`config.mk`:
```
export PLATFORM = sky130hd
export DESIGN_NAME = execute_memory_pipe_reg
export DESIGN_NICKNAME = d
export VERILOG_FILES = /design/src/rtl/pipeline_pkg.sv /design/src/rtl/sat_counter.sv /design/src/rtl/execute_memory_pipe_reg.sv
export SDC_FILE = /design/constraint.sdc
export NUM_CORES = 1
export LEC_CHECK = 0
export ABC_CLOCK_PERIOD_IN_PS = 6200
export BUFFER_PORTS_ARGS = -buffer_cell sky130_fd_sc_hd__buf_2
export CAP_MARGIN = 25
export CORE_ASPECT_RATIO = 0.6
export CORE_MARGIN = 4
export CORE_UTILIZATION = 37
export DETAILED_ROUTE_END_ITERATION = 10
export GPL_ROUTABILITY_DRIVEN = 0
export GPL_TIMING_DRIVEN = 1
export HOLD_SLACK_MARGIN = 0.02
export PLACE_DENSITY = 0.69
export RECOVER_POWER = 25
export SLEW_MARGIN = 0
export SYNTH_ARGS = -nofsm -noshare
export SYNTH_HDL_FRONTEND = slang
export SYNTH_SLANG_ARGS = --single-unit
```
`constraint.sdc`:
```
create_clock -name clk -period 6.2 [get_ports clk]
set_input_delay 0.62 -clock clk [delete_from_list [all_inputs] [get_ports clk]]
set_output_delay 0.62 -clock clk [all_outputs]
set_load 0.01 [all_outputs]
```
`src/rtl/pipeline_pkg.sv`:
```
// Shared encodings for the five-stage core's pipeline registers.
// Writeback source and memory access size are carried between stages as these enums.
package pipeline_pkg;

    typedef enum logic [1:0] {
        RES_ALU = 2'd0,
        RES_MEM = 2'd1,
        RES_PC4 = 2'd2,
        RES_IMM = 2'd3
    } result_src_t;

    typedef enum logic [1:0] {
        SIZE_BYTE = 2'd0,
        SIZE_HALF = 2'd1,
        SIZE_WORD = 2'd2
    } mem_size_t;

endpackage

```
`src/rtl/sat_counter.sv`:
```
// Saturating event counter: counts up on inc_i and sticks at all-ones.
// Used for the hazard-unit stall and bubble statistics.
module sat_counter #(
    parameter int WIDTH = 16
) (
    input  logic             clk,
    input  logic             rst,
    input  logic             inc_i,
    output logic [WIDTH-1:0] count_o
);

    localparam logic [WIDTH-1:0] COUNT_MAX = {WIDTH{1'b1}};
    localparam logic [WIDTH-1:0] COUNT_ONE = {{(WIDTH-1){1'b0}}, 1'b1};

    logic [WIDTH-1:0] count_r;

    // Count register; increments are dropped once the ceiling is reached.
    always_ff @(posedge clk or posedge rst) begin
        if (rst) begin
            count_r <= {WIDTH{1'b0}};
        end else if (inc_i && (count_r != COUNT_MAX)) begin
            count_r <= count_r + COUNT_ONE;
        end
    end

    assign count_o = count_r;

endmodule

```
`src/rtl/execute_memory_pipe_reg.sv`:
```
// EX->MEM pipeline register with hold/bubble control, a valid bit, sub-word access
// size, a forwarding tap for the hazard unit and saturating stall/bubble counters.
module execute_memory_pipe_reg
    import pipeline_pkg::*;
#(
    parameter int DATA_WIDTH     = 32,
    parameter int REGISTER_WIDTH = 5,
    parameter int COUNT_WIDTH    = 16
) (
    input  logic                      clk,
    input  logic                      rst,
    input  logic                      stall_m_i,
    input  logic                      flush_m_i,
    input  logic                      valid_e_i,
    input  logic [DATA_WIDTH-1:0]     alu_result_e_i,
    input  logic [DATA_WIDTH-1:0]     write_data_e_i,
    input  logic [DATA_WIDTH-1:0]     pc_plus4_e_i,
    input  logic [DATA_WIDTH-1:0]     imm_ext_e_i,
    input  logic [REGISTER_WIDTH-1:0] rd_e_i,
    input  logic [1:0]                result_src_e_i,
    input  logic                      reg_write_e_i,
    input  logic                      mem_write_e_i,
    input  logic [1:0]                mem_size_e_i,
    input  logic                      mem_unsigned_e_i,
    output logic                      valid_m_o,
    output logic [DATA_WIDTH-1:0]     alu_result_m_o,
    output logic [DATA_WIDTH-1:0]     write_data_m_o,
    output logic [DATA_WIDTH-1:0]     pc_plus4_m_o,
    output logic [DATA_WIDTH-1:0]     imm_ext_m_o,
    output logic [REGISTER_WIDTH-1:0] rd_m_o,
    output logic [1:0]                result_src_m_o,
    output logic                      reg_write_m_o,
    output logic                      mem_write_m_o,
    output logic [1:0]                mem_size_m_o,
    output logic                      mem_unsigned_m_o,
    output logic [DATA_WIDTH-1:0]     fwd_data_m_o,
    output logic                      fwd_en_m_o,
    output logic                      load_pending_m_o,
    output logic [COUNT_WIDTH-1:0]    stall_count_o,
    output logic [COUNT_WIDTH-1:0]    bubble_count_o
);

    logic                      valid_r,        valid_s;
    logic [DATA_WIDTH-1:0]     alu_result_r,   alu_result_s;
    logic [DATA_WIDTH-1:0]     write_data_r,   write_data_s;
    logic [DATA_WIDTH-1:0]     pc_plus4_r,     pc_plus4_s;
    logic [DATA_WIDTH-1:0]     imm_ext_r,      imm_ext_s;
    logic [REGISTER_WIDTH-1:0] rd_r,           rd_s;
    result_src_t               result_src_r,   result_src_s;
    logic                      reg_write_r,    reg_write_s;
    logic                      mem_write_r,    mem_write_s;
    logic [1:0]                mem_size_r,     mem_size_s;
    logic                      mem_unsigned_r, mem_unsigned_s;
    logic                      rd_nonzero_s;
    logic                      stall_inc_s;
    logic                      bubble_inc_s;

    function automatic logic [DATA_WIDTH-1:0] fwd_select(
        input result_src_t           src,
        input logic [DATA_WIDTH-1:0] alu,
        input logic [DATA_WIDTH-1:0] pc4,
        input logic [DATA_WIDTH-1:0] imm
    );
        logic [DATA_WIDTH-1:0] sel;
        case (src)
            RES_PC4: sel = pc4;
            RES_IMM: sel = imm;
            default: sel = alu;   // loads forward nothing useful; alu keeps the mux small
        endcase
        return sel;
    endfunction

    // Next-entry select: flush beats stall, stall holds, otherwise load from EX.
    always_comb begin
        valid_s        = valid_r;
        alu_result_s   = alu_result_r;
        write_data_s   = write_data_r;
        pc_plus4_s     = pc_plus4_r;
        imm_ext_s      = imm_ext_r;
        rd_s           = rd_r;
        result_src_s   = result_src_r;
        reg_write_s    = reg_write_r;
        mem_write_s    = mem_write_r;
        mem_size_s     = mem_size_r;
        mem_unsigned_s = mem_unsigned_r;
        case ({flush_m_i, stall_m_i})
            2'b00: begin
                valid_s        = valid_e_i;
                alu_result_s   = alu_result_e_i;
                write_data_s   = write_data_e_i;
                pc_plus4_s     = pc_plus4_e_i;
                imm_ext_s      = imm_ext_e_i;
                rd_s           = rd_e_i;
                result_src_s   = result_src_t'(result_src_e_i);
                // side-effecting controls only travel with a real instruction
                reg_write_s    = reg_write_e_i & valid_e_i;
                mem_write_s    = mem_write_e_i & valid_e_i;
                mem_size_s     = mem_size_e_i;
                mem_unsigned_s = mem_unsigned_e_i;
            end
            2'b01: begin
                valid_s = valid_r;
            end
            default: begin
                valid_s        = 1'b0;
                alu_result_s   = {DATA_WIDTH{1'b0}};
                write_data_s   = {DATA_WIDTH{1'b0}};
                pc_plus4_s     = {DATA_WIDTH{1'b0}};
                imm_ext_s      = {DATA_WIDTH{1'b0}};
                rd_s           = {REGISTER_WIDTH{1'b0}};
                result_src_s   = RES_ALU;
                reg_write_s    = 1'b0;
                mem_write_s    = 1'b0;
                mem_size_s     = SIZE_BYTE;
                mem_unsigned_s = 1'b0;
            end
        endcase
    end

    // Pipeline entry register.
    always_ff @(posedge clk or posedge rst) begin
        if (rst) begin
            valid_r        <= 1'b0;
            alu_result_r   <= {DATA_WIDTH{1'b0}};
            write_data_r   <= {DATA_WIDTH{1'b0}};
            pc_plus4_r     <= {DATA_WIDTH{1'b0}};
            imm_ext_r      <= {DATA_WIDTH{1'b0}};
            rd_r           <= {REGISTER_WIDTH{1'b0}};
            result_src_r   <= RES_ALU;
            reg_write_r    <= 1'b0;
            mem_write_r    <= 1'b0;
            mem_size_r     <= SIZE_BYTE;
            mem_unsigned_r <= 1'b0;
        end else begin
            valid_r        <= valid_s;
            alu_result_r   <= alu_result_s;
            write_data_r   <= write_data_s;
            pc_plus4_r     <= pc_plus4_s;
            imm_ext_r      <= imm_ext_s;
            rd_r           <= rd_s;
            result_src_r   <= result_src_s;
            reg_write_r    <= reg_write_s;
            mem_write_r    <= mem_write_s;
            mem_size_r     <= mem_size_s;
            mem_unsigned_r <= mem_unsigned_s;
        end
    end

    assign valid_m_o        = valid_r;
    assign alu_result_m_o   = alu_result_r;
    assign write_data_m_o   = write_data_r;
    assign pc_plus4_m_o     = pc_plus4_r;
    assign imm_ext_m_o      = imm_ext_r;
    assign rd_m_o           = rd_r;
    assign result_src_m_o   = result_src_r;
    assign reg_write_m_o    = reg_write_r;
    assign mem_write_m_o    = mem_write_r;
    assign mem_size_m_o     = mem_size_r;
    assign mem_unsigned_m_o = mem_unsigned_r;

    // Tap is decoded straight from the entry so a held entry keeps its forwarding state.
    assign rd_nonzero_s     = (rd_r != {REGISTER_WIDTH{1'b0}});
    assign fwd_data_m_o     = fwd_select(result_src_r, alu_result_r, pc_plus4_r, imm_ext_r);
    assign fwd_en_m_o       = valid_r & reg_write_r & rd_nonzero_s & (result_src_r != RES_MEM);
    assign load_pending_m_o = valid_r & reg_write_r & rd_nonzero_s & (result_src_r == RES_MEM);

    assign stall_inc_s  = stall_m_i & ~flush_m_i;
    assign bubble_inc_s = flush_m_i;

    sat_counter #(.WIDTH(COUNT_WIDTH)) u_stall_counter (
        .clk     (clk),
        .rst     (rst),
        .inc_i   (stall_inc_s),
        .count_o (stall_count_o)
    );

    sat_counter #(.WIDTH(COUNT_WIDTH)) u_bubble_counter (
        .clk     (clk),
        .rst     (rst),
        .inc_i   (bubble_inc_s),
        .count_o (bubble_count_o)
    );

endmodule

```
# Yosys cells after proc, flatten, opt, wreduce, memory -nomap -nowiden
# Cells that the tools add are included.
# totals
register_bits	173
inputBits	145
word_cells	46
out_inout_bits	207
# op_classes
addsub	2
bitwise_logic	8
muxes	12
reduce_logical	4
eq_ne	7
# op_table
op	count
$pmux 32 s2	5
$add 16x1->16 const B	2
$ne 16x16->1 const B	2
$pmux 5 s2	1
$pmux 1 s2	4
$pmux 2 s2	2
$and 1x1->1	7
$reduce_bool 5->1	1
$eq 2x1->1 const B	2
$eq 2x2->1 const B	2
$logic_and 1x1->1	2
$logic_not 2->1	1
$ne 2x1->1 const B	1
$not 1->1	1

# Longest topological paths before layout
# logic_depth
depth_word	3
ltp_mapped	6
mapped_depth_nobuf	5

# By module
# Synthesis repeated with hierarchy kept, for this count alone.
# unflattened
cells_unflattened	715
area_unflattened_um2	8010.2
# modules_own_cells
mod	area_each_um2	cells_each	instances
execute_memory_pipe_reg	6398.6	573	1
sat_counter	805.8	71	2

# Worst setup path after synthesis
# OpenSTA, ideal clock, no wires.
# synth_path
kind	flip-flop to output port
from	reg result_src_r[0], in the netlist result_src_m_o[0]
to	out load_pending_m_o
stages_incl_launch_ff	4
setup_slack_ns	4.219
required_ns	5.580
t_arrival_ns	1.361
cell_sequence	dfrtp_1 -> buf_2 -> buf_1 -> nor3b_1
# synth_between
elab_chain_cells	2
# synth_lines
element	line_no	source
from (decl)	execute_memory_pipe_reg.sv:49	result_src_t result_src_r, result_src_s;
from (signal assigned)	execute_memory_pipe_reg.sv:141	result_src_r <= result_src_s;
$eq 2x1->1	execute_memory_pipe_reg.sv:165	assign load_pending_m_o = valid_r & reg_write_r & rd_nonzero_s & (result_src_r == RES_MEM);
$and 1x1->1	execute_memory_pipe_reg.sv:165	
to (decl)	execute_memory_pipe_reg.sv:38	output logic load_pending_m_o,
# Every way passes these cells.

# Worst setup path in the final report
# layout_path
from	in stall_m_i
to	reg u_stall_counter.count_r[12], in the netlist u_stall_counter.count_o[12]
# layout_between
elab_chain_cells	2
# layout_lines
element	line_no	source
from (decl)	execute_memory_pipe_reg.sv:12	input logic stall_m_i,
$and 1x1->1	execute_memory_pipe_reg.sv:167	assign stall_inc_s = stall_m_i & ~flush_m_i;
$logic_and 1x1->1	sat_counter.sv:21	end else if (inc_i && (count_r != COUNT_MAX)) begin
to (signal assigned)	sat_counter.sv:20	count_r <= {WIDTH{1'b0}};
to (signal assigned)	sat_counter.sv:22	count_r <= count_r + COUNT_ONE;
to (decl)	sat_counter.sv:15	logic [WIDTH-1:0] count_r;
# Every way passes these cells.
# A chain may end at the register's enable or synchronous reset.

==> flow_metrics.tcl <==
set metrics [dict create \
    synthFlopType "dfrtp_1" \
    cts-resized-gates 0 \
    max_freq_mhz 248.5 \
    grtUsageTotal 0.1973 \
    holdWs_ps 436.2 \
    whs_endpoint "pc_plus4_m_o[0]$_DFFE_PP0P_" \
    critPathCaptureType "register" \
    tns_ps 0 \
    cp.buffers_inverters 1 \
    dpl.cell_count 1299 \
    grt_start_max_net_pins 96 \
    whs_path_depth 3 \
    max_slew.worst_pin.slew_ps 3313 \
    drc_errors 0 \
    p_leak_nw 5.853 \
    async_reset_ff_frac 1.000 \
    core_area_um2 20420 \
    final_cells 1331 \
    nets 1192 \
    layout_common_cells "buf_2 (349), nor2_1 (182), mux2i_1 (171), dfrtp_1 (171), a21oi_1 (35)" \
    drtIter0Drc 342 \
    synth_top_cell_by_area "dfrtp_1" \
    crit_path_cell_trace "clkbuf_2 -> nand2b_1 -> or3_1 -> nor2_1 -> mux2_2" \
    maxCapViolations 4 \
    regArea_um2 4332 \
    path_class "input port to register" \
    ir_drop_mv 0.1722 \
    cp.required_ps 6510 \
    syn2layout_area_growth_pct 32.75 \
    reg2reg_from "u_bubble_counter.count_o[0]$_DFFE_PP0P_" \
    cp_max_fo 95 \
    pre_cts_ws_ps 3451 \
    rsz0062_at_grt "no" \
    violations "max-capacitance violations, max-slew violations" \
    clock-root-buffer "clkbuf_16" \
    clock_latency_ps 420 \
    status "complete, but fails checks" \
    grt_pass1_wl_mm 36.82 \
    dieArea_um2 23670 \
    cts-buffers-inserted 17 \
    synth_warnings 0 \
    multi_input_area_um2 3316 \
    hp-class "input port to register" \
    syn-cell-area_um2 7843 \
    overflow 0 \
    cp_slowest_cell "clkbuf_2" \
    syn_avg_cell_area_um2 11.01 \
    fin_crit_sh 0.6491 \
    rrSetupSlack_ps 4040 \
    clk_pin_slew_ps 70 \
    cts_sinks 173 \
    r2r_end "u_bubble_counter.count_o[1]$_DFFE_PP0P_" \
    layout-drive-gt1-share 0.3762 \
    worstRegToRegCells 5 \
    worstHoldStart "pc_plus4_e_i[0]" \
    htreeDepth 4 \
    final_common_cell "buf_2" \
    postLayoutCoreUtil 0.5099 \
    crit_path_start_kind "input port" \
    ys_seq_area_frac 0.5520 \
    yosysTopAreaCellShare 0.5520 \
    ys_seq_elements 173 \
    die_x_um 196.0 \
    cp_top_family "buffers and inverters" \
    setup_violations 0 \
    syn_nets 859 \
    syn_inst 712 \
    first_global_vias 6586 \
    wire_per_inst_um 17.98 \
    slowest_delay_ps 2010 \
    cts_tree "done" \
    fill_cells 1862 \
    io_pins 352 \
    cts_hold_buf 0 \
    max-clock-path-buffers 2 \
    synth_cell_types 36 \
    wirelength_mm 23.93 \
    clock_skew_ps 7.937 \
    drv_slew 271 \
    dp_hpwl_mm 17.55 \
    portBuffers 351 \
    viasPerCell 5.014 \
    row_count 40 \
    fin_ws_ps 2175 \
    die_h_um 120.8 \
    synth_area_leaders "dfrtp_1 (55%), mux2i_1 (22%), nor2_1 (8.7%)" \
    synth_enable_flop_cells 0 \
    vias 6674 \
    cts_setup_buffers 0 \
    ant_nets 0 \
    powerDensity_nw_per_um2 284.1 \
    slew_headroom -1.221 \
    period_needed_ps 4025 \
    first_pass_iters 4 \
    hold_viol 0 \
    start_util 0.3841 \
    antenna_cells 0 \
    grt_antenna_before_repair 3 \
    worstPathArrival_ps 4330 \
]
-- state kept, by name, summed over array words and instances, names as in the netlist --
| signal | flops |
|---|---|
| pc_plus4_m_o | 32 |
| mem_write_m_o | 1 |
| mem_unsigned_m_o | 1 |
| alu_result_m_o | 32 |
| mem_size_m_o | 2 |
| valid_m_o | 1 |
| reg_write_m_o | 1 |
| imm_ext_m_o | 32 |
| result_src_m_o | 2 |
| u_bubble_counter.count_o | 16 |
| rd_m_o | 5 |
| write_data_m_o | 32 |
| u_stall_counter.count_o | 16 |
-- cells by family (layout without fill, tap and decap cells) --
family | count (synthesis) | in the layout | share of synthesized area
AO/OA/AOI/OAI | 43 | 43 | 0.02920
XOR/XNOR | 25 | 25 | 0.02792
adder cells (fa/ha/maj) | 2 | 2 | 0.003190
buffers and inverters | 47 | 393 | 0.02521
flip-flops | 173 | 173 | 0.5520
multiplexers | 176 | 176 | 0.2259
AND/OR/NAND/NOR | 246 | 246 | 0.1366
-- report_power, final --
group          total, mW  leakage [nW]  switching [mW]  internal, mW
Sequential          1.33          2.29           0.111          1.22
Combinational      0.530          3.26           0.291         0.240
Clock               1.09         0.297           0.442         0.650
-- worst register-to-register path: stages (launching register included) --
cell     delay [ps]
dfrtp_1         410
ha_1            290
nand4_1         130
o41ai_1         590
buf_4           290
mux2_2          340
-- cell type report --
class,instances,share of cell area
clock inverters,8,0.009975
flip-flops and latches,173,0.4161
repair buffers,358,0.1733
multi-input cells,492,0.3185
clock buffers,24,0.04819
well taps,273,0.03281
inverters,3,0.001202
-- worst max-delay path by stage --
stage | from | endpoint | slack, ps | cells past startpoint
finish | stall_m_i | u_stall_counter.count_o[12]$_DFFE_PP0P_ | 2180 | 5
CTS | result_src_m_o[0]$_DFFE_PP0P_ | fwd_data_m_o[14] | 3360 | 4
global placement | stall_m_i | pc_plus4_m_o[7]$_DFFE_PP0P_ | 3480 | 4
floorplan | rst | alu_result_m_o[0]$_DFFE_PP0P_ | 890 | 1
global route | stall_m_i | u_stall_counter.count_o[12]$_DFFE_PP0P_ | 1850 | 5
detailed placement | stall_m_i | rd_m_o[0]$_DFFE_PP0P_ | 3450 | 4
-- through the flow --
step / power (mW) / instance area [um2]
3_3_place_gp: 1.870 / 9826
5_1_grt: 3.094 / 10410
3_5_place_dp: 1.882 / 9826
4_1_cts: 2.986 / 10430
2_1_floorplan: 1.627 / 7843
6_report: 2.958 / 10410
-- cell usage after synthesis, types with 2 or more instances --
| master | n |
|---|---|
| nor2_1 | 182 |
| dfrtp_1 | 173 |
| mux2i_1 | 171 |
| a21oi_1 | 35 |
| clkbuf_1 | 24 |
| xor2_1 | 24 |
| buf_2 | 17 |
| nand2_1 | 11 |
| nand3_1 | 11 |
| nand4_1 | 9 |
| nor3_1 | 9 |
| nor4_1 | 5 |
| and3_1 | 4 |
| mux2_2 | 4 |
| buf_1 | 3 |
| inv_1 | 3 |
| o21ai_0 | 3 |
| a22oi_1 | 2 |
| ha_1 | 2 |
| nand4_2 | 2 |
| nor2b_1 | 2 |
| nor3b_1 | 2 |
-- layer usage --
metal / part of all wire / track usage / vias up
met4: 0.013 / 0.05275 / 6
li1: - / - / 3113
met1: 0.43 / 0.2589 / 3269
met2: 0.47 / 0.3169 / 260
met5: 0.0017 / 0 / -
met3: 0.084 / 0.06405 / 26
No activity file was read; power rests on OpenSTA's default activity.
